===== src/rtl/regfile_param.sv =====
// regfile_param: parameterised 2-read/1-write register file with r0 tied to zero,
// optional write-to-read bypass, an externally loaded register and a soft-clear sweep.
module regfile_param #(
    parameter int unsigned WIDTH   = 32,
    parameter int unsigned DEPTH   = 32,
    parameter int unsigned BYPASS  = 1,
    parameter int unsigned EXT_REG = 0
) (
    input  logic                     clock,
    input  logic                     ctrl_reset,
    input  logic                     ctrl_writeEn,
    input  logic [$clog2(DEPTH)-1:0] ctrl_writeReg,
    input  logic [WIDTH-1:0]         data_writeReg,
    input  logic [$clog2(DEPTH)-1:0] ctrl_readRegA,
    input  logic [$clog2(DEPTH)-1:0] ctrl_readRegB,
    output logic [WIDTH-1:0]         data_readRegA,
    output logic [WIDTH-1:0]         data_readRegB,
    input  logic [WIDTH-1:0]         ext_val,
    input  logic                     ctrl_clear,
    output logic                     clear_busy
);

    localparam int unsigned AW = $clog2(DEPTH);
    // First and last registers the sweep visits; the external register is never swept.
    localparam int unsigned FIRST = (EXT_REG == 1) ? 2 : 1;
    localparam int unsigned LAST  = (EXT_REG == DEPTH - 1) ? DEPTH - 2 : DEPTH - 1;

    typedef enum logic {
        IDLE  = 1'b0,
        SWEEP = 1'b1
    } state_e;

    state_e            state_q;
    logic [AW-1:0]     ptr_q;
    logic              busy_q;
    logic [WIDTH-1:0]  mem_q [DEPTH-1:1];

    logic              wr_en_c;
    logic              fwd_ok_c;
    logic [AW-1:0]     ptr_inc_c;
    logic [AW-1:0]     ptr_step_c;
    logic [WIDTH-1:0]  rd_a_c;
    logic [WIDTH-1:0]  rd_b_c;

    assign wr_en_c  = ctrl_writeEn && !busy_q
                      && (ctrl_writeReg != '0)
                      && (ctrl_writeReg != AW'(EXT_REG));
    assign fwd_ok_c = (BYPASS != 0) && ctrl_reset && wr_en_c;

    assign ptr_inc_c  = ptr_q + AW'(1);
    assign ptr_step_c = (ptr_inc_c == AW'(EXT_REG)) ? ptr_q + AW'(2) : ptr_inc_c;

    // Clear sequencer: walks the pointer over every storage register once.
    always_ff @(posedge clock or negedge ctrl_reset) begin
        if (!ctrl_reset) begin
            state_q <= IDLE;
            ptr_q   <= AW'(1);
            busy_q  <= 1'b0;
        end else begin
            case (state_q)
                IDLE: begin
                    if (ctrl_clear) begin
                        state_q <= SWEEP;
                        ptr_q   <= AW'(FIRST);
                        busy_q  <= 1'b1;
                    end
                end
                SWEEP: begin
                    if (ptr_q == AW'(LAST)) begin
                        state_q <= IDLE;
                        busy_q  <= 1'b0;
                    end else begin
                        ptr_q <= ptr_step_c;
                    end
                end
                default: begin
                    state_q <= IDLE;
                    busy_q  <= 1'b0;
                end
            endcase
        end
    end

    // Storage for r1..r(DEPTH-1); sweep and processor writes are mutually exclusive via busy_q.
    always_ff @(posedge clock or negedge ctrl_reset) begin
        if (!ctrl_reset) begin
            for (int unsigned i = 1; i < DEPTH; i++) begin
                mem_q[i] <= '0;
            end
        end else begin
            for (int unsigned i = 1; i < DEPTH; i++) begin
                if (i == EXT_REG) begin
                    mem_q[i] <= ext_val;
                end else if (busy_q && (ptr_q == AW'(i))) begin
                    mem_q[i] <= '0;
                end else if (wr_en_c && (ctrl_writeReg == AW'(i))) begin
                    mem_q[i] <= data_writeReg;
                end
            end
        end
    end

    // Read port A: address 0 falls through to zero.
    always_comb begin
        rd_a_c = '0;
        for (int unsigned i = 1; i < DEPTH; i++) begin
            if (ctrl_readRegA == AW'(i)) begin
                rd_a_c = mem_q[i];
            end
        end
        if (fwd_ok_c && (ctrl_readRegA == ctrl_writeReg)) begin
            rd_a_c = data_writeReg;
        end
    end

    // Read port B: same structure as port A.
    always_comb begin
        rd_b_c = '0;
        for (int unsigned i = 1; i < DEPTH; i++) begin
            if (ctrl_readRegB == AW'(i)) begin
                rd_b_c = mem_q[i];
            end
        end
        if (fwd_ok_c && (ctrl_readRegB == ctrl_writeReg)) begin
            rd_b_c = data_writeReg;
        end
    end

    assign data_readRegA = rd_a_c;
    assign data_readRegB = rd_b_c;
    assign clear_busy    = busy_q;

endmodule


===== config.mk =====
export PLATFORM = sky130hd
export DESIGN_NAME = regfile_param
export DESIGN_NICKNAME = d
export VERILOG_FILES = /design/src/rtl/regfile_param.sv
export SDC_FILE = /design/constraint.sdc
export NUM_CORES = 2
export LEC_CHECK = 0
export CAP_MARGIN = 40
export CORE_MARGIN = 1
export CORE_UTILIZATION = 45
export DETAILED_ROUTE_END_ITERATION = 6
export REMOVE_ABC_BUFFERS = 1
export SLEW_MARGIN = 20
export SYNTH_ARGS = -nofsm -noshare
export SYNTH_HDL_FRONTEND = slang
export SYNTH_SLANG_ARGS = --single-unit

===== constraint.sdc =====
create_clock -name clock -period 7.17 [get_ports clock]
set_input_delay 1.434 -clock clock [delete_from_list [all_inputs] [get_ports clock]]
set_output_delay 1.434 -clock clock [all_outputs]
set_load 0.05 [all_outputs]

# Word level (Yosys, flattened, before mapping)
# Cells that the tools add are included.
classes:
  add_sub_neg: 2
  n_eq_ne: 129
  muxes: 136
  bitwise: 1
  n_reduce_logical: 104
ops:
  columns: ["op", "count"]
  rows:
  - ["$mux W32", 126]
  - ["$eq A5 B5 Y1 const B", 64]
  - ["$eq A5 B4 Y1 const B", 32]
  - ["$eq A5 B3 Y1 const B", 16]
  - ["$logic_and A1 B1 Y1", 68]
  - ["$reduce_bool A2 Y1", 31]
  - ["$eq A5 B2 Y1 const B", 8]
  - ["$eq A5 B1 Y1 const B", 4]
  - ["$mux W5", 3]
  - ["$eq A5 B5 Y1", 2]
  - ["$pmux W5 S2", 1]
  - ["$add A5 B1 Y5 const B", 1]
  - ["$add A5 B2 Y5 const B", 1]
  - ["$logic_not A5 Y1", 1]
  - ["$reduce_bool A5 Y1", 1]
  - ["$mux W1", 4]
  - ["$ne A2 B2 Y1 const B", 2]
  - ["$pmux W1 S2", 2]
  - ["$reduce_and A2 Y1", 2]
  - ["$ne A2 B1 Y1 const B", 1]
  - ["$logic_not A1 Y1", 1]
  - ["$not A1 Y1", 1]
word_totals:
  register_bits: 999
  inputBits: 83
  out_inout_bits: 65
  elab_cells: 406

# Logic depth before layout (Yosys ltp)
depth:
  depth_word: 33
  ltp_mapped: 12
  ltp_nobuf: 8

# Worst setup path after synthesis
# OpenSTA, ideal clock, no wires.
synth_path:
  path_type: "input to output"
  startpoint: "input port ctrl_readRegB[2]"
  endpoint: "output port data_readRegB[1]"
  t_arrival_ns: 4.197
  required_time_ns: 5.736
  setup_slack_ns: 1.539
  cell_stages: 9
  n_path_buf: 2
  path_cell_list: "buf_6 nor4b_4 buf_2 o21ai_0 a22o_1 a221o_1 a21oi_1 o31ai_1 a221oi_1"
synth_via:
  elab_chain_cells: 33
  elab_cells_between_ends: 65
  cone_classes: "eq/ne (32); mux (32); reduce/logical (1)"
synth_rtl:
  columns: ["item", "line", "source"]
  rows:
  - ["start, declared", "15", "input logic [$clog2(DEPTH)-1:0] ctrl_readRegB,"]
  - ["$eq A5 B1 Y1", "120", "if (ctrl_readRegB == AW'(i)) begin"]
  - ["$mux W32 (31 in a row)", "120", null]
  - ["$mux W32 (*)", "124", "if (fwd_ok_c && (ctrl_readRegB == ctrl_writeReg)) begin"]
  - ["end, declared", "17", "output logic [WIDTH-1:0] data_readRegB,"]
# Mark *: on every way between the ends. The rest lies on a longest branch, timed or not.

# Worst setup path after layout
layout_path:
  startpoint: "input port ctrl_readRegB[3]"
  endpoint: "output port data_readRegB[22]"
# The elaborated chain is that of the path after synthesis.

==> summary.md <==
| Metric | Value |
|---|---|
| GR Util All Layers | `50.5%` |
| Largest net degree at the start of global routing | `145` |
| Worst Path Buf+Inv | `4` |
| DR pass1 iterations | `6` |
| HP Class | `reg2reg` |
| CP endpoint kind | `output pin` |
| Maxcap violations | `0` |
| Leakage | `28.2 nW` |
| Clk_lat worst skew | `0.78 ns` |
| DR WL/cell | `35.9 um` |
| Period utilisation layout | `97.0%` |
| Fin. max-slew vios | `0` |
| Ys flop type | `dfrtp_1` |
| Initial DRC count | `11576` |
| Post-DP HPWL | `236 mm` |
| CTS tree | `done` |
| Final Critical Period | `6.96 ns` |
| Synthesized area | `58900 sq um` |
| Starting Density | `45.4%` |
| Crit Path Class | `in2out` |
| Ys async rst share | `100%` |
| Pre-CTS WS | `0.420 ns` |
| Fin worst setup slack | `0.213 ns` |
| Layout area overhead | `15.6%` |
| Aggregate global routing overflow | `0` |
| Total Power | `18.3 mW` |
| Cells after Synth | `7700` |
| Vias in the first global route | `61177` |
| YS warnings | `0` |
| GP Congestion | `1.08` |
| Unique masters post-synth | `91` |
| Adder-Cell Fraction of Synth Area | `0.170%` |
| Power density over the cells | `268 nW/um^2` |
| Vias | `66409` |
| Most used cell, CP | `buf_4` |
| EDFF count, synth | `0` |
| Die Area | `132000 sq um` |
| FF+latch count, synth | `999` |
| Final hold vios | `0` |
| Top Family by Delay on Critical Path | `compound AO/OA/AOI/OAI gates` |
| CTS root buf | `clkbuf_16` |
| FP Rows | `132` |
| Crit-path cells | `buf_2 -> buf_4 -> nand2_1 -> nor2_2 -> buf_4 -> o21ai_0 -> a21oi_1 -> o21ai_1 -> a221oi_2 -> buf_12` |
| CP max stage delay | `0.68 ns` |
| First-pass GRT wire length | `476 mm` |
| Crit path required time | `5.74 ns` |
| XOR/XNOR share of the synthesized area | `0.193%` |
| FMAX | `0.144 GHz` |
| RSZ-0062 raised after global routing | `no` |
| Synth Area in Compound Gates | `28.2%` |
| Relative slew slack | `21.4%` |
| Clock transition at the registers of the reported paths | `0.07 ns` |
| Critical Path AT | `5.52 ns` |
| Post-synthesis sequential area ratio | `42.4%` |
| Share of post-route cells with drive strength above 1 | `12.6%` |
| Mux contribution to synthesized area | `3.25%` |
| Core area | `130000 sq um` |
| Synth Area in Simple Gates | `20.1%` |
| Max clock buf depth | `3` |
| Buffers added on ports | `115` |
| Crit path max fanout | `16` |
| Main combinational cell family by area after synthesis | `compound AO/OA/AOI/OAI gates` |
| Worst Max-Slew Pin Slew | `1.18 ns` |
| Setup-failing EPs final | `0` |
| IR drop worst, VDD | `0.315 mV` |
| Nets | `7723` |
| Outcome | `completed` |
| IO Pins | `148` |
| H-tree Lvls | `3` |
| Reg2Reg Setup Slack | `4.27 ns` |
| Initial antenna violation count | `23` |
| Clk_skew | `0.0338 ns` |
| Final ANT Viol Nets | `0` |
| Worst setup SP type | `primary input` |
| CTS Buf Count | `116` |
| Post-CTS Setup Bufs | `0` |
| # DRC | `0` |
| Vias/cell | `6.99` |
| DRT Wirelength | `341 mm` |
| Synth Area per Inst | `7.65 sq um` |
| Resized Gates After CTS | `0` |
| TritonCTS Sinks | `999` |
| Die X | `364 um` |
| Slowest stage cell, crit path | `buf_2` |
| Die Span Y | `364 um` |
| Post-CTS Hold Fix Bufs | `0` |
-- flip-flops by register name, summed over array words and instances (netlist names) --
signal	flops
clear_busy	1
mem_q	992
ptr_q	5
state_q	1
-- per-stage QoR --
stage	instances	setup TNS, ns	cell area (sq um)	hold slack [ns]	util, %
3_5_place_dp	9244	0	63900	0.456	49.3
2_1_floorplan	6918	-1.06	55700	0.436	-
6_report	9494	0	68100	0.465	52.5
4_1_cts	9462	0	67900	0.463	52.4
5_1_grt	9475	0	68100	0.496	52.5
3_3_place_gp	9204	0	63200	0.449	48.8
-- cells in the mapped netlist, types with 30 or more instances --
| cell type | number | area (sq um) |
|---|---|---|
| nand2_1 | 2283 | 8570 |
| a21oi_1 | 1374 | 6880 |
| dfrtp_1 | 998 | 25000 |
| clkbuf_1 | 586 | 2200 |
| o21ai_0 | 491 | 2460 |
| nor2_1 | 270 | 1010 |
| o22ai_1 | 206 | 1290 |
| mux2i_1 | 162 | 1620 |
| buf_2 | 127 | 636 |
| nand3_1 | 117 | 586 |
| a22oi_1 | 109 | 818 |
| nor2b_1 | 60 | 375 |
| o211ai_1 | 58 | 435 |
| a22o_1 | 54 | 473 |
| a221o_1 | 49 | 490 |
| a221oi_1 | 49 | 429 |
| nor3_1 | 40 | 200 |
| a31oi_1 | 34 | 213 |
| a211oi_1 | 30 | 225 |
| o21a_1 | 30 | 225 |
-- routing by layer --
| layer | vias up | routed length, um | GRT usage, % |
|---|---|---|---|
| li1 | 26916 | - | - |
| met3 | 1442 | 51900 | 19.1 |
| met1 | 32208 | 123000 | 64.5 |
| met5 | - | 183 | 0.436 |
| met2 | 5821 | 134000 | 69.0 |
| met4 | 22 | 32400 | 37.5 |
-- worst reg2reg max path: stages, from the launching register on --
cell and delay [ns]:
dfrtp_1 0.57, nor2b_1 0.36, nor2b_1 0.45, nand3_1 0.35, nor2_2 0.18, buf_4 0.49
nand2_1 0.21, a21oi_1 0.19
-- logic make-up (layout without fill, tap and decap cells) --
group / after synthesis / after routing
and+or+nand+nor: 2918 / 2918
AOI/OAI and AO/OA: 2777 / 2777
DFF: 999 / 999
buffers and inverters: 801 / 833
muxes: 184 / 184
xor gates and xnor gates: 13 / 13
adders and majority gates: 8 / 8
other: 0 / 20
-- where the power goes --
part | internal, mW | switching, mW
combinational | 1.44 | 2.85
sequential | 6.63 | 0.973
clock | 3.67 | 2.72
total | 11.7 | 6.55
-- layout make-up --
type                    instances  area, sq um
inverters                      19         71.3
clock inverters                54          581
fillers                     12462        61500
diodes                         20         50.0
multi-input cells            5900        30900
flip-flops and latches        999        25000
repair buffers                596         5880
well taps                    1742         2180
clock buffers                 164         3420
-- placed cells by master (no fill, tap or decap), types with 18 or more instances in the layout --
cell type     n
o2111ai_1    19
a221o_1      49
a222oi_1     23
a31oi_1      34
nand2b_1     25
dfrtp_1     998
and3_1       18
clkbuf_16   120
a22oi_1     109
o22a_1       25
o21ai_0     491
clkinv_2     31
nor2_2       71
a221oi_1     49
o2bb2ai_1    20
a2111oi_0    23
o22ai_1     206
a32oi_1      24
o211ai_1     58
a22o_1       54
buf_2        33
nor2_1      202
nand2_1    2262
mux2i_1     162
o221ai_1     26
mux2_2       18
buf_4       429
buf_12      101
nor2b_1      55
a21oi_1    1373
diode_2      20
clkbuf_1     19
o21a_1       30
nor3_1       40
nand2_2      22
nand3_1     116
a211oi_1     30
clkbuf_8     25
-- path summary, 6_finish.rpt --
path | startpoint | end | cells past startpoint
setup / recovery | ctrl_readRegB[3] | data_readRegB[22] | 10
hold / removal | state_q | clear_busy | 1
setup reg to reg | clear_busy | mem_q[819] | 7
hold reg to reg | state_q | clear_busy | 1
max in group asynchronous | ctrl_reset | mem_q[65] | 7
min in group asynchronous | ctrl_reset | mem_q[421] | 1
No activity file was read; power rests on OpenSTA's default activity.
